===== src/rtl/conv_addr_gen.sv =====
// rtl/conv_addr_gen.sv - convolution address/strobe generator, one kernel tap per cycle
module conv_addr_gen #(
  parameter int ADDR_W  = 10,
  parameter int N_W     = 5,
  parameter int MAC_LAT = 2
) (
  input  logic              clk,
  input  logic              rst,
  input  logic              start,
  input  logic [N_W-1:0]    cfg_n,
  input  logic [2:0]        cfg_k,
  input  logic [1:0]        cfg_s,
  input  logic              stall,
  output logic [ADDR_W-1:0] in_addr,
  output logic [5:0]        k_addr,
  output logic              addr_valid,
  output logic              acc_clr,
  output logic              acc_last,
  output logic [ADDR_W-1:0] out_addr,
  output logic              out_valid,
  output logic              busy,
  output logic              done,
  output logic              cfg_err
);

  localparam int CW = (MAC_LAT > 1) ? $clog2(MAC_LAT) : 1;

  typedef enum logic [1:0] {IDLE, RUN, DRAIN, DONE} state_t;
  state_t state_q, state_d;

  logic [N_W-1:0]    n_q, o_q;
  logic [2:0]        k_q;
  logic [1:0]        s_q;
  logic [2:0]        kc_q, kr_q;
  logic [N_W-1:0]    oc_q, or_q;
  logic              fin_q;
  logic [CW-1:0]     drn_q;
  logic [ADDR_W-1:0] pix_q;
  logic [MAC_LAT-1:0] dl_v;
  logic [ADDR_W-1:0] dl_a [MAC_LAT];

  logic              accept, cfg_ok, issue, tap_last;
  logic [N_W-1:0]    cfg_o, diff;
  logic [N_W-1:0]    en, eo, eoc, eor, noc, nor_;
  logic [2:0]        ek, ekc, ekr, nkc, nkr;
  logic [1:0]        es;
  logic [ADDR_W-1:0] row, col, in_addr_d, pix_d;
  logic [5:0]        k_addr_d;

  assign accept = (state_q == IDLE) && start;
  assign cfg_ok = (cfg_k != 3'd0) && (cfg_s != 2'd0) &&
                  ({{N_W{1'b0}}, cfg_k} <= {3'b000, cfg_n});

  always_comb begin
    diff = cfg_n - N_W'(cfg_k);
    case (cfg_s)
      2'd1:    cfg_o = diff;
      2'd2:    cfg_o = diff >> 1;
      default: cfg_o = diff / N_W'(3);
    endcase
    cfg_o = cfg_o + N_W'(1);
  end

  // At the accepting edge the first tap is issued straight from the incoming config.
  assign en  = accept ? cfg_n  : n_q;
  assign ek  = accept ? cfg_k  : k_q;
  assign es  = accept ? cfg_s  : s_q;
  assign eo  = accept ? cfg_o  : o_q;
  assign ekc = accept ? 3'd0 : kc_q;
  assign ekr = accept ? 3'd0 : kr_q;
  assign eoc = accept ? '0 : oc_q;
  assign eor = accept ? '0 : or_q;

  assign issue = !stall && ((accept && cfg_ok) || (state_q == RUN && !fin_q));
  assign tap_last = (ekc == ek - 3'd1) && (ekr == ek - 3'd1) &&
                    (eoc == eo - N_W'(1)) && (eor == eo - N_W'(1));

  always_comb begin
    nkc  = ekc + 3'd1;
    nkr  = ekr;
    noc  = eoc;
    nor_ = eor;
    if (ekc == ek - 3'd1) begin
      nkc = 3'd0;
      nkr = ekr + 3'd1;
      if (ekr == ek - 3'd1) begin
        nkr = 3'd0;
        noc = eoc + N_W'(1);
        if (eoc == eo - N_W'(1)) begin
          noc  = '0;
          nor_ = eor + N_W'(1);
        end
      end
    end
  end

  assign row       = ADDR_W'(eor) * ADDR_W'(es) + ADDR_W'(ekr);
  assign col       = ADDR_W'(eoc) * ADDR_W'(es) + ADDR_W'(ekc);
  assign in_addr_d = row * ADDR_W'(en) + col;
  assign k_addr_d  = 6'(ekr) * 6'(ek) + 6'(ekc);
  assign pix_d     = ADDR_W'(eor) * ADDR_W'(eo) + ADDR_W'(eoc);

  always_comb begin
    state_d = state_q;
    case (state_q)
      IDLE:    if (start) state_d = cfg_ok ? RUN : DONE;
      RUN:     if (fin_q) state_d = DRAIN;
      DRAIN:   if (drn_q == CW'(MAC_LAT - 1)) state_d = DONE;
      default: state_d = IDLE;
    endcase
  end

  always_ff @(posedge clk or negedge rst) begin
    if (!rst) begin
      state_q    <= IDLE;
      n_q        <= '0;
      o_q        <= '0;
      k_q        <= '0;
      s_q        <= '0;
      kc_q       <= '0;
      kr_q       <= '0;
      oc_q       <= '0;
      or_q       <= '0;
      fin_q      <= 1'b0;
      drn_q      <= '0;
      pix_q      <= '0;
      in_addr    <= '0;
      k_addr     <= '0;
      addr_valid <= 1'b0;
      acc_clr    <= 1'b0;
      acc_last   <= 1'b0;
      cfg_err    <= 1'b0;
    end else begin
      state_q <= state_d;
      drn_q   <= (state_q == DRAIN) ? drn_q + CW'(1) : '0;
      if (accept) cfg_err <= !cfg_ok;
      if (accept && cfg_ok) begin
        n_q <= cfg_n;
        k_q <= cfg_k;
        s_q <= cfg_s;
        o_q <= cfg_o;
      end
      if (accept || issue) fin_q <= issue && tap_last;
      if (issue) begin
        kc_q <= nkc;
        kr_q <= nkr;
        oc_q <= noc;
        or_q <= nor_;
      end else if (accept) begin
        kc_q <= '0;
        kr_q <= '0;
        oc_q <= '0;
        or_q <= '0;
      end
      addr_valid <= issue;
      acc_clr    <= issue && (ekr == 3'd0) && (ekc == 3'd0);
      acc_last   <= issue && (ekr == ek - 3'd1) && (ekc == ek - 3'd1);
      if (issue) begin
        in_addr <= in_addr_d;
        k_addr  <= k_addr_d;
        pix_q   <= pix_d;
      end
    end
  end

  // Free-running delay line: models accumulator latency regardless of stall.
  always_ff @(posedge clk or negedge rst) begin
    if (!rst) begin
      dl_v <= '0;
      for (int i = 0; i < MAC_LAT; i++) dl_a[i] <= '0;
    end else begin
      dl_v[0] <= acc_last && addr_valid;
      dl_a[0] <= pix_q;
      for (int i = 1; i < MAC_LAT; i++) begin
        dl_v[i] <= dl_v[i-1];
        dl_a[i] <= dl_a[i-1];
      end
    end
  end

  assign out_valid = dl_v[MAC_LAT-1];
  assign out_addr  = dl_a[MAC_LAT-1];
  assign busy      = (state_q == RUN) || (state_q == DRAIN);
  assign done      = (state_q == DONE);

endmodule

===== config.mk =====
export PLATFORM = sky130hd
export DESIGN_NAME = conv_addr_gen
export DESIGN_NICKNAME = d
export VERILOG_FILES = /design/src/rtl/conv_addr_gen.sv
export SDC_FILE = /design/constraint.sdc
export NUM_CORES = 1
export LEC_CHECK = 0
export ABC_AREA = 1
export CAP_MARGIN = 10
export CORE_UTILIZATION = 61
export CTS_CLUSTER_SIZE = 28
export DETAILED_ROUTE_END_ITERATION = 10
export PLACE_DENSITY_LB_ADDON = 0.15
export SYNTH_ARGS = -nofsm -noshare
export SYNTH_HDL_FRONTEND = slang
export SYNTH_SLANG_ARGS = --single-unit
export TNS_END_PERCENT = 20

===== constraint.sdc =====
create_clock -name clk -period 8.1 [get_ports clk]
set_clock_uncertainty 0.05 [all_clocks]
set_input_delay 1.62 -clock clk [delete_from_list [all_inputs] [get_ports clk]]
set_output_delay 1.62 -clock clk [all_outputs]
set_load 0.005 [all_outputs]

==> results of run 1 <==
## worst max-delay path, cell delays in order
cell and delay [ps]:
clkdlybuf4s50_1 410, nand2_1 120, inv_2 100, nor2_1 190, nand2_1 100, fa_1 520, inv_1 50, ha_1 230
fa_1 430, xor2_2 180, inv_1 110, nor2_1 140, fa_1 440, fa_1 470, fa_1 520, fa_1 490
ha_1 370, a21oi_1 160, nand2_1 100, a21oi_1 150, inv_1 70, a21oi_2 150, o21ai_0 100, a21oi_1 170
xor2_1 200, xor2_1 180, o21ai_0 90
## power by group
| part | switching [W] | total, W | leakage, nW | internal [W] |
|---|---|---|---|---|
| combinational | 0.000515 | 0.000787 | 3.23 | 0.000272 |
| sequential | 0.0000421 | 0.000556 | 1.18 | 0.000514 |
| clock | 0.000195 | 0.000442 | 0.151 | 0.000247 |
| total | 0.000752 | 0.00178 | 4.56 | 0.00103 |
## worst max-delay path by stage
stage                      from    endpoint  slack, ps  depth (start not counted)
after CTS                 start  in_addr[9]        360                         27
after detailed placement  start  in_addr[9]         -2                         27
final                     start  in_addr[9]        470                         27
after global routing      start  in_addr[9]         -3                         30
after global placement    start  in_addr[9]        230                         27
after floorplan           start  in_addr[9]        310                         28
## logic make-up after synthesis
family                   count (synthesis)  synth area share
buffers and inverters                  187            0.1001
XOR/XNOR                                30           0.03646
flip-flops                              87            0.2937
adder cells (fa/ha/maj)                133            0.2721
AND/OR/NAND/NOR                        367            0.2233
AO/OA/AOI/OAI                           97           0.07428
## cells in the final DEF, fill, tap and decap left out, types with 4 or more instances in the layout
master	instances
nand2_1	163
inv_1	153
nor2_1	106
dfrtp_1	87
ha_1	86
o21ai_0	56
nand3_1	47
fa_1	47
clkdlybuf4s50_1	45
a21oi_1	21
xor2_1	19
buf_4	13
nand2_2	12
nand3_2	11
inv_2	10
xnor2_1	9
clkbuf_16	9
nand4_1	8
or2_2	4
o21ai_1	4
## state kept, by name, indices dropped and copies added, names as in the netlist, 6 cells and up
name	count
k_addr	6
dl_a	10
out_addr	10
in_addr	10
pix_q	10
## stage by stage
step                      setup TNS (ps)  power (W)
final                                  0   0.001785
after global routing              -3.459   0.001908
after CTS                              0   0.001785
after detailed placement          -2.124   0.001338
after global placement                 0   0.001317
after floorplan                        0   0.001102
## per-layer routing
layer,up-vias,track usage
li1,2908,-
met1,2824,0.3713
met2,157,0.4836
met3,27,0.04536
met4,0,0.1200
met5,-,0
## cell type report
class	count	area, µm²	area share
Clock buffer	9	225.2	0.02701
Clock inverter	7	86.33	0.01035
Inverter	165	619.3	0.07427
Multi-Input combinational cell	627	4504	0.5401
Sequential cell	87	2177	0.2611
Tap cell	143	178.9	0.02146
Timing Repair Buffer	58	548.0	0.06572
==> impl_metrics.env, run 1 <==
export IMPL_avgSynthCellArea_um2=8.227
export IMPL_pin_count=47
export IMPL_worst_hold_slack_ps=298.8
export IMPL_route_detailed_drc=6
export IMPL_startpoint_type="input port"
export IMPL_hold_start="dl_a[14]"
export IMPL_critPathKind="input port to register"
export IMPL_hold_viol_final=0
export IMPL_status="finished, violations left"
export IMPL_cts_buffers=9
export IMPL_drt_pass1_iterations=10
export IMPL_post_synth_top_count_cell="nand2_1"
export IMPL_yosys_top_cells_count="nand2_1, inv_1, nor2_1, dfrtp_1, ha_1"
export IMPL_fmax_ghz=0.1311
export IMPL_postSynth_asyncResetShare=1.000
export IMPL_leakagePower_nw=4.559
export IMPL_wl_met2_um=7981
export IMPL_fin_ws_ps=470.4
export IMPL_netlist_area_um2=7412
export IMPL_fill_cells=932
export IMPL_finalCriticalPeriod_ps=7630
export IMPL_dieArea_um2=12600
export IMPL_clk_latency_ps=360
export IMPL_place_gp_congestion=0.9233
export IMPL_setup_violations=0
export IMPL_layout_cells_non_filler=1096
export IMPL_vdd_ir_drop_max_uv=205.3
export IMPL_violations="design-rule violations"
export IMPL_holdPathStages=0
export IMPL_cts_tree="built"
export IMPL_reg2reg_depth=28
export IMPL_met3_length_um=684
export IMPL_dp_cells=1080
export IMPL_relSlewSlack=0.3763
export IMPL_ys_flop_type="dfrtp_1"
export IMPL_yosysSeqAreaShare=0.2937
export IMPL_via_count=5916
export IMPL_place_area_um2=8016
export IMPL_routed_wirelength_um=16740
export IMPL_antenna_found_initial=0
export IMPL_synth_seq_cells=87
export IMPL_top_layer_used="met4"
export IMPL_crit_required_ps=8280
export IMPL_powerDensity_nw_per_um2=214.0
export IMPL_worstMarginPinSlew_ps=935.5
export IMPL_syn_nets=1048
export IMPL_grt_max_degree=76
export IMPL_cts_resized=0
export IMPL_syn_to_final_growth_pct=12.51
export IMPL_vias_per_cell=5.398
export IMPL_reg2reg_from="state_q[0]"
export IMPL_met1_length_um=7628
export IMPL_synth_edff_count=0
export IMPL_synthesis_instances=901
export IMPL_hold_end="out_addr[4]"
export IMPL_cts_max_path_buffers=2
export IMPL_clkSlewWorstSetupHoldPaths_ps=60
export IMPL_rows=39
export IMPL_cts_root_buffer="clkbuf_16"
export IMPL_diodes=0
export IMPL_r2r_end="in_addr[9]"
export IMPL_portBuffers=46
export IMPL_grt_overflow=0
export IMPL_fin_util=0.7181
export IMPL_holdCritPathClass="register to register"
export IMPL_pre_cts_ws_ps=-2.124
export IMPL_cts_htree_levels=3
export IMPL_grt_usage=0.2873
export IMPL_ctsHoldBuffers=0
export IMPL_initialDrtViolationCount=380
export IMPL_hpwl_um=13350
export IMPL_yosysTopAreaCell="dfrtp_1"
export IMPL_grt_pass1_wl_um=28080
export IMPL_detail_route_antenna_nets=0
export IMPL_start_util=0.6382
export IMPL_dieHeight_um=112.2
export IMPL_arrival_ps=7810
export IMPL_path_max_fanout=8
export IMPL_detail_route_wl_per_cell_um=15.27
export IMPL_final_cell_area_um2=8339
export IMPL_synth_top_area_share=0.2937
export IMPL_finalNetCount=1095
export IMPL_cap_violations=0
export IMPL_min_period_over_period=0.9419
export IMPL_regToRegSetupSlack_ps=1410
export IMPL_fp_dieW_um=112.2
export IMPL_drive_gt1_frac=0.08919
export IMPL_cts_sinks=87
export IMPL_core_area_um2=11610
export IMPL_postCtsSetupBuffers=0
export IMPL_synth_top_cells_by_area="dfrtp_1, ha_1, fa_1, nand2_1, inv_1"
export IMPL_maxSlewViolCount=0
export IMPL_ys_warn_count=0
export IMPL_end_kind="register"
export IMPL_yosysUniqueCellTypes=43
export IMPL_grt_pass1_vias=5934
Note: power is estimated with default switching activity, not from simulation.
==> run 2, diff against run 1 <==
--- a/config.mk
+++ b/config.mk
@@ -6,7 +6,6 @@
 export NUM_CORES = 1
 export LEC_CHECK = 0
 export ABC_AREA = 1
-export CAP_MARGIN = 10
 export CORE_UTILIZATION = 61
 export CTS_CLUSTER_SIZE = 28
 export DETAILED_ROUTE_END_ITERATION = 10
==> results of run 2 <==
No change in the layout: final DEF, timing and power equal those of run 1.
